### config.mk
export PLATFORM = sky130hd
export DESIGN_NAME = keypad_col_scanner
export DESIGN_NICKNAME = d
export VERILOG_FILES = /design/src/rtl/keypad_col_scanner.sv
export SDC_FILE = /design/constraint.sdc
export NUM_CORES = 1
export LEC_CHECK = 0
export CORE_MARGIN = 4
export CORE_UTILIZATION = 42
export DETAILED_ROUTE_END_ITERATION = 10
export GPL_TIMING_DRIVEN = 0
export HOLD_SLACK_MARGIN = 0.12
export PLACE_DENSITY = 0.61
export REMOVE_ABC_BUFFERS = 1
export SLEW_MARGIN = 20
export SYNTH_ARGS = -nofsm -noshare
export SYNTH_HDL_FRONTEND = slang
export SYNTH_SLANG_ARGS = --single-unit
export TNS_END_PERCENT = 100
### constraint.sdc
create_clock -name clk -period 5.2 [get_ports clk]
set_clock_uncertainty 0.1 [all_clocks]
set_input_delay 1.04 -clock clk [delete_from_list [all_inputs] [get_ports clk]]
set_output_delay 1.04 -clock clk [all_outputs]
set_load 0.02 [all_outputs]
### src/rtl/keypad_col_scanner.sv
// Purpose: column scanner and whole-slot debouncer for a 4x4 active-low keypad; one key_valid pulse per accepted press.
// Latency: key_valid is registered, high the cycle after the DEBOUNCE_SCANS-th qualifying slot tick; rows see a 2-flop synchroniser.
// Backpressure: none; key_valid is a single-cycle pulse with key_code, and the consumer must take it that cycle.
//
// Ports:
//   clk        system clock
//   reset      asynchronous active-low reset
//   row[3:0]   keypad rows, active-low, asynchronous to clk
//   col[3:0]   column drive, active-low, exactly one bit low
//   key_code   {row_idx, col_idx} of the last accepted key
//   key_valid  one-cycle acceptance pulse
//   key_held   high from acceptance until the release is debounced
// Optional feature: define KEYPAD_AUTOREPEAT_EN to re-pulse key_valid every REPEAT_SCANS ticks while held.
module keypad_col_scanner #(
    parameter int SCAN_DIV       = 4096,
    parameter int DEBOUNCE_SCANS = 4,
    parameter int REPEAT_SCANS   = 64
) (
    input  logic       clk,
    input  logic       reset,
    input  logic [3:0] row,
    output logic [3:0] col,
    output logic [3:0] key_code,
    output logic       key_valid,
    output logic       key_held
);

    localparam int                DIV_W    = $clog2(SCAN_DIV);
    localparam logic [DIV_W-1:0] DIV_LAST = DIV_W'(SCAN_DIV - 1);
    localparam logic [3:0]       DEB_N    = 4'(DEBOUNCE_SCANS);

    typedef enum logic [1:0] {SCAN, CONFIRM, HOLD, RELEASE} state_t;

    logic [3:0]       row_meta_q, row_s_q;
    logic [DIV_W-1:0] div_q;
    state_t           state_q, state_d;
    logic [1:0]       col_idx_q, col_idx_d;
    logic [1:0]       row_idx_q, row_idx_d;
    logic [3:0]       cnt_q, cnt_d;
    logic [3:0]       key_code_q, key_code_d;
    logic             key_valid_q, key_valid_d;
    logic             key_held_q, key_held_d;

    logic       tick;
    logic [1:0] row_sel;
    logic       row_up;
    logic [3:0] cnt_inc;
    logic       accept, rel_done, adv;

    assign tick    = (div_q == DIV_LAST);
    assign row_up  = row_s_q[row_idx_q];
    assign cnt_inc = cnt_q + 4'd1;

    // Lowest-index low row wins when several rows are pressed together.
    always_comb begin
        row_sel = 2'd3;
        if (!row_s_q[0])      row_sel = 2'd0;
        else if (!row_s_q[1]) row_sel = 2'd1;
        else if (!row_s_q[2]) row_sel = 2'd2;
    end

    always_comb begin
        col = 4'b1111;
        col[col_idx_q] = 1'b0;
    end

`ifdef KEYPAD_AUTOREPEAT_EN
    localparam int                REP_W = $clog2(REPEAT_SCANS + 1);
    localparam logic [REP_W-1:0] REP_N = REP_W'(REPEAT_SCANS);
    logic [REP_W-1:0] rep_q, rep_d;
    logic [REP_W-1:0] rep_inc;
    assign rep_inc = rep_q + 1'b1;
`else
    // Repeat interval only matters when auto-repeat is built in.
    logic unused_rep_cfg;
    assign unused_rep_cfg = (REPEAT_SCANS > 0);
`endif

    always_comb begin
        state_d     = state_q;
        col_idx_d   = col_idx_q;
        row_idx_d   = row_idx_q;
        cnt_d       = cnt_q;
        key_code_d  = key_code_q;
        key_valid_d = 1'b0;
        key_held_d  = key_held_q;
        accept      = 1'b0;
        rel_done    = 1'b0;
        adv         = 1'b0;
`ifdef KEYPAD_AUTOREPEAT_EN
        rep_d       = rep_q;
`endif
        case (state_q)
            SCAN: begin
                if (tick) begin
                    if (row_s_q != 4'b1111) begin
                        // Column stays frozen on the detected key while it is confirmed.
                        row_idx_d = row_sel;
                        cnt_d     = 4'd1;
                        if (DEB_N <= 4'd1) accept  = 1'b1;
                        else               state_d = CONFIRM;
                    end else begin
                        adv = 1'b1;
                    end
                end
            end
            CONFIRM: begin
                if (tick) begin
                    if (!row_up) begin
                        if (cnt_inc >= DEB_N) accept = 1'b1;
                        else                  cnt_d  = cnt_inc;
                    end else begin
                        cnt_d   = 4'd0;
                        adv     = 1'b1;
                        state_d = SCAN;
                    end
                end
            end
            HOLD: begin
                if (tick) begin
                    if (row_up) begin
                        if (DEB_N <= 4'd1) begin
                            rel_done = 1'b1;
                        end else begin
                            cnt_d   = 4'd1;
                            state_d = RELEASE;
                        end
`ifdef KEYPAD_AUTOREPEAT_EN
                        rep_d = '0;
                    end else if (rep_inc == REP_N) begin
                        key_valid_d = 1'b1;
                        rep_d       = '0;
                    end else begin
                        rep_d = rep_inc;
`endif
                    end
                end
            end
            RELEASE: begin
`ifdef KEYPAD_AUTOREPEAT_EN
                rep_d = '0;
`endif
                if (tick) begin
                    if (row_up) begin
                        if (cnt_inc >= DEB_N) rel_done = 1'b1;
                        else                  cnt_d    = cnt_inc;
                    end else begin
                        // Release bounce: the key is still considered held.
                        cnt_d   = 4'd0;
                        state_d = HOLD;
                    end
                end
            end
            default: state_d = SCAN;
        endcase

        if (accept) begin
            state_d     = HOLD;
            key_valid_d = 1'b1;
            key_code_d  = {row_idx_d, col_idx_q};
            key_held_d  = 1'b1;
            cnt_d       = 4'd0;
`ifdef KEYPAD_AUTOREPEAT_EN
            rep_d       = '0;
`endif
        end
        if (rel_done) begin
            state_d    = SCAN;
            key_held_d = 1'b0;
            cnt_d      = 4'd0;
            adv        = 1'b1;
        end
        if (adv) col_idx_d = col_idx_q + 2'd1;
    end

    always_ff @(posedge clk or negedge reset) begin
        if (!reset) begin
            row_meta_q  <= 4'b1111;
            row_s_q     <= 4'b1111;
            div_q       <= '0;
            state_q     <= SCAN;
            col_idx_q   <= 2'd0;
            row_idx_q   <= 2'd0;
            cnt_q       <= 4'd0;
            key_code_q  <= 4'd0;
            key_valid_q <= 1'b0;
            key_held_q  <= 1'b0;
        end else begin
            row_meta_q  <= row;
            row_s_q     <= row_meta_q;
            div_q       <= tick ? '0 : div_q + 1'b1;
            state_q     <= state_d;
            col_idx_q   <= col_idx_d;
            row_idx_q   <= row_idx_d;
            cnt_q       <= cnt_d;
            key_code_q  <= key_code_d;
            key_valid_q <= key_valid_d;
            key_held_q  <= key_held_d;
        end
    end

`ifdef KEYPAD_AUTOREPEAT_EN
    always_ff @(posedge clk or negedge reset) begin
        if (!reset) rep_q <= '0;
        else        rep_q <= rep_d;
    end
`endif

    assign key_code  = key_code_q;
    assign key_valid = key_valid_q;
    assign key_held  = key_held_q;

endmodule

==> impl_metrics.env, run 1 <==
export IMPL_routabilityCongestion=0.805
export IMPL_setup_viol=0
export IMPL_synthAdderAreaFrac=0.0451
export IMPL_avgSynthCellArea_um2=11.1
export IMPL_hold_slack_ns=0.257
export IMPL_fin_tns_setup_ns=0
export IMPL_grt_max_degree=29
export IMPL_drt_initial_drc_count=47
export IMPL_post_route_cells_drive_above_1_share=0.153
export IMPL_slew_viol_final=0
export IMPL_ys_flop_type="dfrtp_1"
export IMPL_via_count=1113
export IMPL_placed_cell_area_um2=1870
export IMPL_final_cell_count_no_fill=218
export IMPL_crit_path_end_kind="output pin"
export IMPL_crit_fanout=4
export IMPL_core_area_um2=3740
export IMPL_synthSimpleGateAreaFrac=0.160
export IMPL_slew_headroom=0.541
export IMPL_drv_cap=0
export IMPL_synth_compound_area_frac=0.0865
export IMPL_io_buffer_count=15
export IMPL_synth_top_family_by_area="simple AND/OR/NAND/NOR gates"
export IMPL_grt_pass1_vias=1178
export IMPL_postRouteAntennaNets=0
export IMPL_clockRootBuffer="clkbuf_8"
export IMPL_ys_top_cells_by_area="dfrtp_1 (42%), dfstp_2 (13%), ha_1 (4.5%), xnor2_1 (4.2%), inv_1 (2.7%)"
export IMPL_start_util=0.445
export IMPL_grt_overflow=0
export IMPL_rows=22
export IMPL_die_w_um=70.9
export IMPL_min_path_type="flop to flop"
export IMPL_crit_arrival_ns=1.62
export IMPL_clk_latency_ns=0.28
export IMPL_cts_hold_buf=0
export IMPL_via_per_inst=5.11
export IMPL_hold_viol=0
export IMPL_path_class="flop to output pin"
export IMPL_fin_crit_sh=0.531
export IMPL_timing_rr_end="col_idx_q[1]$_DFFE_PN0P_"
export IMPL_die_area_um2=5030
export IMPL_cts_buffers=5
export IMPL_synth_common_cells="dfrtp_1 (28), inv_1 (12), nor2_1 (12)"
export IMPL_syn2layout_area_growth_pct=19.4
export IMPL_synth_top_area_frac=0.421
export IMPL_yosysSeqAreaShare=0.547
export IMPL_final_cell_area_um2=1990
export IMPL_multi_input_area_um2=694
export IMPL_cts_max_path_buffers=2
export IMPL_r2r_start="div_q[0]$_DFF_PN0_"
export IMPL_powerDensity_nw_per_um2=272
export IMPL_antenna_cells=0
export IMPL_synth_area_um2=1660
export IMPL_cp_required_ns=4.06
export IMPL_hold_path_startpoint="row_meta_q[0]$_DFF_PN1_"
export IMPL_finalPower_w=0.000540
export IMPL_route_detailed_drc=0
export IMPL_ys_types=40
export IMPL_routed_wl_mm=2.75
export IMPL_seqCellArea_um2=911
export IMPL_grt_pass1_wl_mm=5.20
export IMPL_synth_edff_count=0
export IMPL_antenna_found_initial=0
export IMPL_cts_tree="built"
export IMPL_worst_pin_slew_ns=0.684
export IMPL_startpoint_type="flop"
export IMPL_dp_hpwl_mm=2.08
export IMPL_max_freq_mhz=362
export IMPL_track_usage=0.128
export IMPL_synth_top_area_cell="dfrtp_1"
export IMPL_muxShareOfSynthArea=0.0647
export IMPL_rsz0062_at_grt="false"
export IMPL_synth_xor_area_share=0.0579
export IMPL_async_flop_share=1.00
export IMPL_fill_cells=338
export IMPL_finalCriticalPeriod_ns=2.76
export IMPL_yosysMostFrequentCell="dfrtp_1"
export IMPL_synth_seq_cells=36
export IMPL_r2r_cells=6
export IMPL_p_leak_nw=0.879
export IMPL_path_clk_slew_ns=0.07
export IMPL_worstHoldEndpoint="row_s_q[0]$_DFF_PN1_"
export IMPL_wl_per_cell_um=12.6
export IMPL_synthCells=150
export IMPL_rrSetupSlack_ns=2.54
export IMPL_post_cts_buffers=0
export IMPL_dr_pass1_iters=4
export IMPL_htreeDepth=2
export IMPL_status="complete, no violations"
export IMPL_peakVddDrop_mv=0.164
export IMPL_post_cts_resized=0
export IMPL_yosys_warnings=0
export IMPL_placed_cells=210
export IMPL_cts_sinks=36
export IMPL_fin_nets=181
export IMPL_worstHoldPathCells=0
export IMPL_die_h_um=70.9
export IMPL_ios=16
[worst max-delay path by stage]
stage	from	end	slack, ns	cells after the start
global route	div_q[0]$_DFF_PN0_	col_idx_q[1]$_DFFE_PN0P_	2.25	6
global placement	div_q[0]$_DFF_PN0_	col_idx_q[1]$_DFFE_PN0P_	2.11	6
floorplan	div_q[0]$_DFF_PN0_	col_idx_q[1]$_DFFE_PN0P_	2.69	6
CTS	div_q[0]$_DFF_PN0_	col_idx_q[1]$_DFFE_PN0P_	2.09	6
finish	col_idx_q[0]$_DFFE_PN0P_	col[2]	2.44	4
detailed placement	div_q[0]$_DFF_PN0_	col_idx_q[1]$_DFFE_PN0P_	2.10	6
[metal layers]
metal / track usage / up-vias / wire (µm)
met5: 0 / - / 0
met4: 0.0376 / 0 / 12
met3: 0.0384 / 2 / 84
met2: 0.219 / 13 / 1450
met1: 0.157 / 543 / 1200
li1: - / 555 / -
[flip-flops by register name, summed over array words and instances (netlist names)]
register    flops
state_q         2
row_s_q         4
col_idx_q       2
div_q          12
key_held        1
key_valid       1
key_code        4
cnt_q           4
row_idx_q       2
row_meta_q      4
[critical path, stage by stage (launching register included)]
cell and delay, ns:
dfrtp_1 0.40, inv_1 0.10, ha_1 0.20, inv_1 0.05, clkdlybuf4s50_1 0.59
[layout make-up]
cell class | instances | area share
Inverter | 12 | 0.0227
Tap cell | 48 | 0.0302
Timing Repair Buffer | 16 | 0.0831
Sequential cell | 36 | 0.458
Multi-Input combinational cell | 98 | 0.349
Clock inverter | 3 | 0.0214
Clock buffer | 5 | 0.0346
[report_power, final]
part | internal, W | switching, W | total (W)
Clock | 0.000142 | 0.0000974 | 0.000239
Combinational | 0.00000592 | 0.00000777 | 0.0000137
Sequential | 0.000286 | 0.00000185 | 0.000287
Total | 0.000433 | 0.000107 | 0.000540
[per-stage QoR]
stage | util | worst slack [ns]
6_report | 0.531 | 2.44
3_5_place_dp | 0.500 | 2.10
2_1_floorplan | - | 2.69
5_1_grt | 0.531 | 2.25
4_1_cts | 0.529 | 2.09
3_3_place_gp | 0.496 | 2.11
[layout by cell type (no fill, tap or decap), types with 3 or more instances in the layout]
master and count:
a21oi_1 5, and2_1 4, clkbuf_8 5, clkdlybuf4s50_1 14, dfrtp_1 28, dfstp_2 8
ha_1 6, inv_1 12, nand2_1 9, nand3_1 6, nor2_1 12, nor3_1 3
o21ai_0 6, or3_1 4, xnor2_1 8, xor2_1 3
[logic make-up (layout without fill, tap and decap cells)]
group	Yosys count	in the layout
AOI/OAI and AO/OA	22	22
xor gates and xnor gates	11	11
adders and majority gates	6	6
buffers and inverters	16	36
DFF	36	36
muxes	8	8
and+or+nand+nor	51	51
(Power assumes the default switching activity.)
==> run 2, diff against run 1 <==
PLACE_DENSITY = 0.63   (was 0.61)
clock period = 2.3 ns   (was 5.2 ns; I/O delays follow)
==> run 2 against run 1 <==
Design area is 3.7% higher. Largest power group unchanged. Largest cell class unchanged. Utilization is 2.0 points higher. Register-to-register slack worse by 2.5 ns.
==> impl_metrics.env, run 2 (synthesized netlist as in run 1, its figures left out) <==
export IMPL_utilization=0.550
export IMPL_p_clk_frac=0.382
export IMPL_r2r_cells=6
export IMPL_via_count=1176
export IMPL_hold_path_startpoint="row_meta_q[2]$_DFF_PN1_"
export IMPL_seqCellArea_um2=912
export IMPL_via_per_inst=5.25
export IMPL_rrSetupSlack_ns=0.09
export IMPL_fin_crit_sh=0.962
export IMPL_dp_hpwl_mm=2.11
export IMPL_postRouteAntennaNets=0
export IMPL_slew_viol_final=0
export IMPL_cts_tree="built"
export IMPL_r2r_start="cnt_q[1]$_DFFE_PN0P_"
export IMPL_core_area_um2=3740
export IMPL_cts_max_path_buffers=2
export IMPL_start_util=0.445
export IMPL_min_path_type="flop to flop"
export IMPL_cp_endpoint="key_code[2]$_DFFE_PN0P_"
export IMPL_cts_sinks=36
export IMPL_clockRootBuffer="clkbuf_8"
export IMPL_startpoint="cnt_q[1]$_DFFE_PN0P_"
export IMPL_track_usage=0.132
export IMPL_grt_max_degree=28
export IMPL_routed_wl_mm=2.93
export IMPL_timing_rr_end="key_code[2]$_DFFE_PN0P_"
export IMPL_hold_viol=0
export IMPL_crit_chain="ha_1 -> and4_1 -> a21boi_2 -> o21ai_1 -> or4_4 -> mux2_1"
export IMPL_peakVddDrop_mv=0.495
export IMPL_worst_pin_slew_ns=0.508
export IMPL_setup_viol=0
export IMPL_max_freq_mhz=452
export IMPL_final_cell_count_no_fill=224
export IMPL_cpMaxStageDelayCell="or4_4"
export IMPL_intPower_w=0.000872
export IMPL_path_clk_slew_ns=0.07
export IMPL_max_stage_delay_ns=0.48
export IMPL_route_detailed_drc=0
export IMPL_rsz0062_at_grt="false"
export IMPL_die_h_um=70.9
export IMPL_ios=16
export IMPL_grt_pass1_wl_mm=5.25
export IMPL_startpoint_type="flop"
export IMPL_finalPower_w=0.00111
export IMPL_grt_pass1_vias=1188
export IMPL_cts_buffers=5
export IMPL_fin_tns_setup_ns=0
export IMPL_setup_slack_ns=0.0876
export IMPL_die_w_um=70.9
export IMPL_path_class="flop to flop"
export IMPL_antenna_cells=0
export IMPL_io_buffer_count=15
export IMPL_drt_initial_drc_count=41
export IMPL_largest_reg_flops=12
export IMPL_crit_arrival_ns=2.27
export IMPL_finalCriticalPeriod_ns=2.21
export IMPL_post_route_cells_drive_above_1_share=0.210
export IMPL_max_flop_register="div_q"
export IMPL_clk_latency_ns=0.28
export IMPL_rows=22
export IMPL_slew_headroom=0.658
export IMPL_multi_input_area_um2=746
export IMPL_p_leak_nw=0.912
export IMPL_htreeDepth=2
export IMPL_syn2layout_area_growth_pct=23.8
export IMPL_fill_cells=343
export IMPL_crit_fanout=5
export IMPL_powerDensity_nw_per_um2=537
export IMPL_swShare=0.212
export IMPL_combPwrFrac=0.030
export IMPL_die_area_um2=5030
export IMPL_status="complete, no violations"
export IMPL_placed_cells=210
export IMPL_final_cell_mix="dfrtp_1 (27), clkdlybuf4s50_1 (14), inv_1 (12), nor2_1 (12), nand2_1 (9)"
export IMPL_wl_per_cell_um=13.1
export IMPL_dr_pass1_iters=4
export IMPL_final_common_cell="dfrtp_1"
export IMPL_p_seq_frac=0.588
export IMPL_antenna_found_initial=0
export IMPL_p_sw_w=0.000234
export IMPL_crit_path_end_kind="flop"
export IMPL_dpl_worst_slack_ns=-0.405
export IMPL_drv_cap=0
export IMPL_fin_nets=187
export IMPL_routabilityCongestion=0.754
export IMPL_cp_required_ns=2.36
export IMPL_grt_overflow=0
==> run 2: area by class of cell <==
class                   instances  area share
clock buffers                   6      0.0352
flip-flops and latches         36       0.443
inverters                      12      0.0219
clock inverters                 2     0.00607
well taps                      48      0.0291
repair buffers                 22       0.103
multi-input cells              98       0.362
==> run 2: worst min-delay path by stage <==
stage,to,slack (ns),cells past startpoint
floorplan,cnt_q[0]$_DFFE_PN0P_,0.06,0
global placement,row_s_q[3]$_DFF_PN1_,0.25,0
detailed placement,key_code[0]$_DFFE_PN0P_,0.25,1
CTS,row_s_q[2]$_DFF_PN1_,0.26,0
global route,row_s_q[1]$_DFF_PN1_,0.27,0
finish,row_s_q[2]$_DFF_PN1_,0.26,0
==> run 2: per-layer routing <==
metal	up-vias	GRT usage	wire, µm
met2	14	0.213	1470
met1	585	0.164	1300
li1	571	-	-
met5	-	0	0
met3	6	0.0455	103
met4	0	0.0480	55
==> run 2: critical path: cells and delay by family (launching register included) <==
family,cells,cell delay (ns)
AO/OA/AOI/OAI,2,0.27
multiplexers,1,0.33
adder cells (fa/ha/maj),1,0.23
AND/OR/NAND/NOR,2,0.73
flip-flops,1,0.42
==> run 2: power groups by stage <==
| stage | registers (W) | logic, W | clock network (W) |
|---|---|---|---|
| after floorplan | 0.000660 | 0.00000716 | 0 |
| after global placement | 0.000661 | 0.0000287 | 0 |
| after detailed placement | 0.000662 | 0.0000329 | 0 |
| after CTS | 0.000650 | 0.0000343 | 0.000441 |
| after global routing | 0.000651 | 0.0000382 | 0.000481 |
| final | 0.000650 | 0.0000331 | 0.000423 |
==> run 2: repair_timing <==
item | in CTS | in global routing
buffers inserted | 2 | 3
endpoints found under the hold margin | 9 | 0
resized for setup | 6 | 5
hold buffers | 1 | 0
setup endpoints to repair | 13 | 5
pin swaps | 2 | 3
==> run 2: metrics by stage <==
step                      instance area, µm²  hold slack [ns]
after floorplan                         1650           0.0644
after global placement                  1860            0.246
after detailed placement                1880            0.245
after CTS                               2020            0.258
after global routing                    2060            0.265
final                                   2060            0.256
==> run 3, diff against run 2 <==
ABC_AREA = 1   (was not set)
clock period = 2 ns   (was 2.3 ns; I/O delays follow)
==> run 3 against run 2 <==
Utilization decreased by 0.13 points. Setup slack improved by 0.011 ns. Routed wire length increased by 1.9%. Flip-flop and latch count unchanged. Register-to-register slack improved by 0.07 ns. Critical path depth decreased by 2. Clock power increased by 62%. Cell count increased by 16%. Via count increased by 4.7%. Total power increased by 33%. Non-clock buffer count decreased by 1. Synthesized cell count increased by 23%. Largest cell class unchanged.
==> impl_metrics.env, run 3 <==
export IMPL_synth_common_cells="nand2_1 (46), dfrtp_1 (28), inv_1 (27)"
export IMPL_fin_tns_setup_ns=0
export IMPL_muxShareOfSynthArea=0
export IMPL_max_stage_delay_ns=0.41
export IMPL_max_flop_register="div_q"
export IMPL_rows=22
export IMPL_path_clk_slew_ns=0.07
export IMPL_worst_pin_slew_ns=0.416
export IMPL_crit_fanout=4
export IMPL_cts_buffers=5
export IMPL_synthCells=185
export IMPL_io_buffer_count=15
export IMPL_grt_pass1_wl_mm=5.24
export IMPL_postRouteAntennaNets=0
export IMPL_final_cell_count_no_fill=260
export IMPL_ys_types=26
export IMPL_synth_top_area_frac=0.420
export IMPL_max_freq_mhz=526
export IMPL_ys_flop_type="dfrtp_1"
export IMPL_crit_arrival_ns=1.40
export IMPL_avgSynthCellArea_um2=9.02
export IMPL_yosys_warnings=0
export IMPL_hold_viol=0
export IMPL_post_route_cells_drive_above_1_share=0.142
export IMPL_dr_pass1_iters=4
export IMPL_crit_buf_inv=3
export IMPL_die_h_um=71.0
export IMPL_grt_max_degree=21
export IMPL_p_leak_nw=1.02
export IMPL_synth_top_area_cell="dfrtp_1"
export IMPL_fin_nets=223
export IMPL_setup_viol=0
export IMPL_synth_xor_area_share=0.0473
export IMPL_cts_max_path_buffers=2
export IMPL_core_area_um2=3740
export IMPL_wl_per_cell_um=11.5
export IMPL_path_class="flop to output pin"
export IMPL_die_area_um2=5040
export IMPL_die_w_um=71.0
export IMPL_ys_top_cells_by_area="dfrtp_1 (42%), dfstp_2 (13%), nand2_1 (10%), inv_1 (6.1%), ha_1 (4.5%)"
export IMPL_cp_required_ns=1.50
export IMPL_drv_cap=0
export IMPL_track_usage=0.133
export IMPL_routabilityCongestion=0.818
export IMPL_cts_tree="built"
export IMPL_slew_headroom=0.723
export IMPL_routed_wl_mm=2.98
export IMPL_syn2layout_area_growth_pct=23.3
export IMPL_min_path_type="flop to flop"
export IMPL_placed_cells=247
export IMPL_finalCriticalPeriod_ns=1.90
export IMPL_final_cell_mix="nand2_1 (46), dfrtp_1 (28), inv_1 (27), nor2_1 (20), nand3_1 (15)"
export IMPL_crit_chain="inv_1 -> ha_1 -> inv_1 -> dlygate4sd2_1"
export IMPL_start_util=0.446
export IMPL_clockRootBuffer="clkbuf_8"
export IMPL_crit_top_cell="inv_1"
export IMPL_grt_pass1_vias=1184
export IMPL_htreeDepth=2
export IMPL_synth_top_family_by_area="simple AND/OR/NAND/NOR gates"
export IMPL_rrSetupSlack_ns=0.16
export IMPL_grt_overflow=0
export IMPL_synthSimpleGateAreaFrac=0.246
export IMPL_antenna_cells=0
export IMPL_synth_seq_cells=36
export IMPL_final_common_cell="nand2_1"
export IMPL_clk_latency_ns=0.29
export IMPL_fill_cells=364
export IMPL_via_count=1231
export IMPL_synthAdderAreaFrac=0.0450
export IMPL_drt_initial_drc_count=62
export IMPL_powerDensity_nw_per_um2=715
export IMPL_largest_reg_flops=12
export IMPL_yosysMostFrequentCell="nand2_1"
export IMPL_rsz0062_at_grt="false"
export IMPL_cp_top_family="buffers and inverters"
export IMPL_slew_viol_final=0
export IMPL_ios=16
export IMPL_synth_area_um2=1670
export IMPL_via_per_inst=4.73
export IMPL_route_detailed_drc=0
export IMPL_cpMaxStageDelayCell="dfrtp_1"
export IMPL_startpoint_type="flop"
export IMPL_fin_crit_sh=0.951
export IMPL_synth_compound_area_frac=0.0480
export IMPL_peakVddDrop_mv=0.485
export IMPL_antenna_found_initial=0
export IMPL_yosysSeqAreaShare=0.546
export IMPL_async_flop_share=1.00
export IMPL_crit_path_end_kind="output pin"
export IMPL_dp_hpwl_mm=2.18
export IMPL_cts_sinks=36
export IMPL_synth_edff_count=0
export IMPL_status="complete, no violations"
run 3: cell types whose count changed in the layout (fill, tap and decap cells not counted), sizes merged, moves of 5 or more:
cell / change
nand2: +40
inv: +15
nor2: +10
nand3: +9
mux2: -6
xnor2: -5
run 3: worst reg2reg max path, stage by stage, from the launching register on:
cell and delay, ns:
dfrtp_1 0.37, ha_1 0.20, nand2_1 0.10, nor2_4 0.14
nand2_2 0.10, nor2_4 0.19, nand3_1 0.14, inv_1 0.16
nand2_1 0.09, xnor2_1 0.13
run 3: cell families (layout without fill, tap and decap cells):
family / Yosys count / count (layout)
fa+ha+maj: 6 / 6
xor+xnor: 9 / 9
buf+inv: 29 / 56
compound gates: 12 / 12
flops: 36 / 36
simple gates: 93 / 93
run 3: layout make-up:
cell class / instances / area, µm² / share of cell area
flip-flops and latches: 36 / 911 / 0.443
well taps: 48 / 60.1 / 0.0292
inverters: 27 / 101 / 0.0493
repair buffers: 21 / 208 / 0.101
clock inverters: 1 / 30.0 / 0.0146
multi-input cells: 120 / 649 / 0.316
clock buffers: 7 / 96.3 / 0.0469
run 3: metrics by stage:
stage                     utilization  total power (W)  hold WS [ns]  instance area (µm²)  setup slack, ns
final                           0.549          0.00147         0.257                 2060           0.0989
after global routing            0.549          0.00153         0.265                 2060          0.00421
after CTS                       0.546          0.00149         0.259                 2040           0.0945
after detailed placement        0.505         0.000797         0.250                 1890          0.00210
after global placement          0.499         0.000791         0.247                 1870           -0.327
after floorplan                     -         0.000765       0.00441                 1660            0.270
run 3: final timing paths:
kind                                          end                startpoint  cells after the start
setup / recovery                           col[0]  col_idx_q[0]$_DFFE_PN0P_                      4
hold / removal               row_s_q[0]$_DFF_PN1_   row_meta_q[0]$_DFF_PN1_                      0
setup reg to reg           state_q[0]$_DFFE_PN0P_        div_q[0]$_DFF_PN0_                      9
hold reg to reg              row_s_q[0]$_DFF_PN1_   row_meta_q[0]$_DFF_PN1_                      0
max in group asynchronous    row_s_q[2]$_DFF_PN1_                     reset                      3
min in group asynchronous     div_q[11]$_DFF_PN0_                     reset                      2
run 3: power by group:
part	leakage, nW	total, W	switching, W	internal (W)
clock	0.0645	0.000685	0.000246	0.000440
combinational	0.496	0.0000378	0.0000212	0.0000166
sequential	0.461	0.000747	0.00000388	0.000743
total	1.02	0.00147	0.000271	0.00120
run 3: metal layers:
layer,global-route usage,routed length [µm],share of wire,vias up
met4,0.0397,21,0.0070,0
li1,-,-,-,631
met5,0,0,0,-
met3,0.0497,134,0.045,2
met1,0.170,1370,0.46,567
met2,0.209,1450,0.49,31
run 3: what timing repair did:
| item | in CTS | in global routing |
|---|---|---|
| setup buffers | 3 | 1 |
| resized for setup | 4 | 2 |
| pin swaps | 1 | 1 |
| endpoints found under the setup margin | 10 | 8 |
| hold endpoints to repair | 12 | 0 |
| gates cloned | 0 | 0 |
| hold buffers | 1 | 0 |
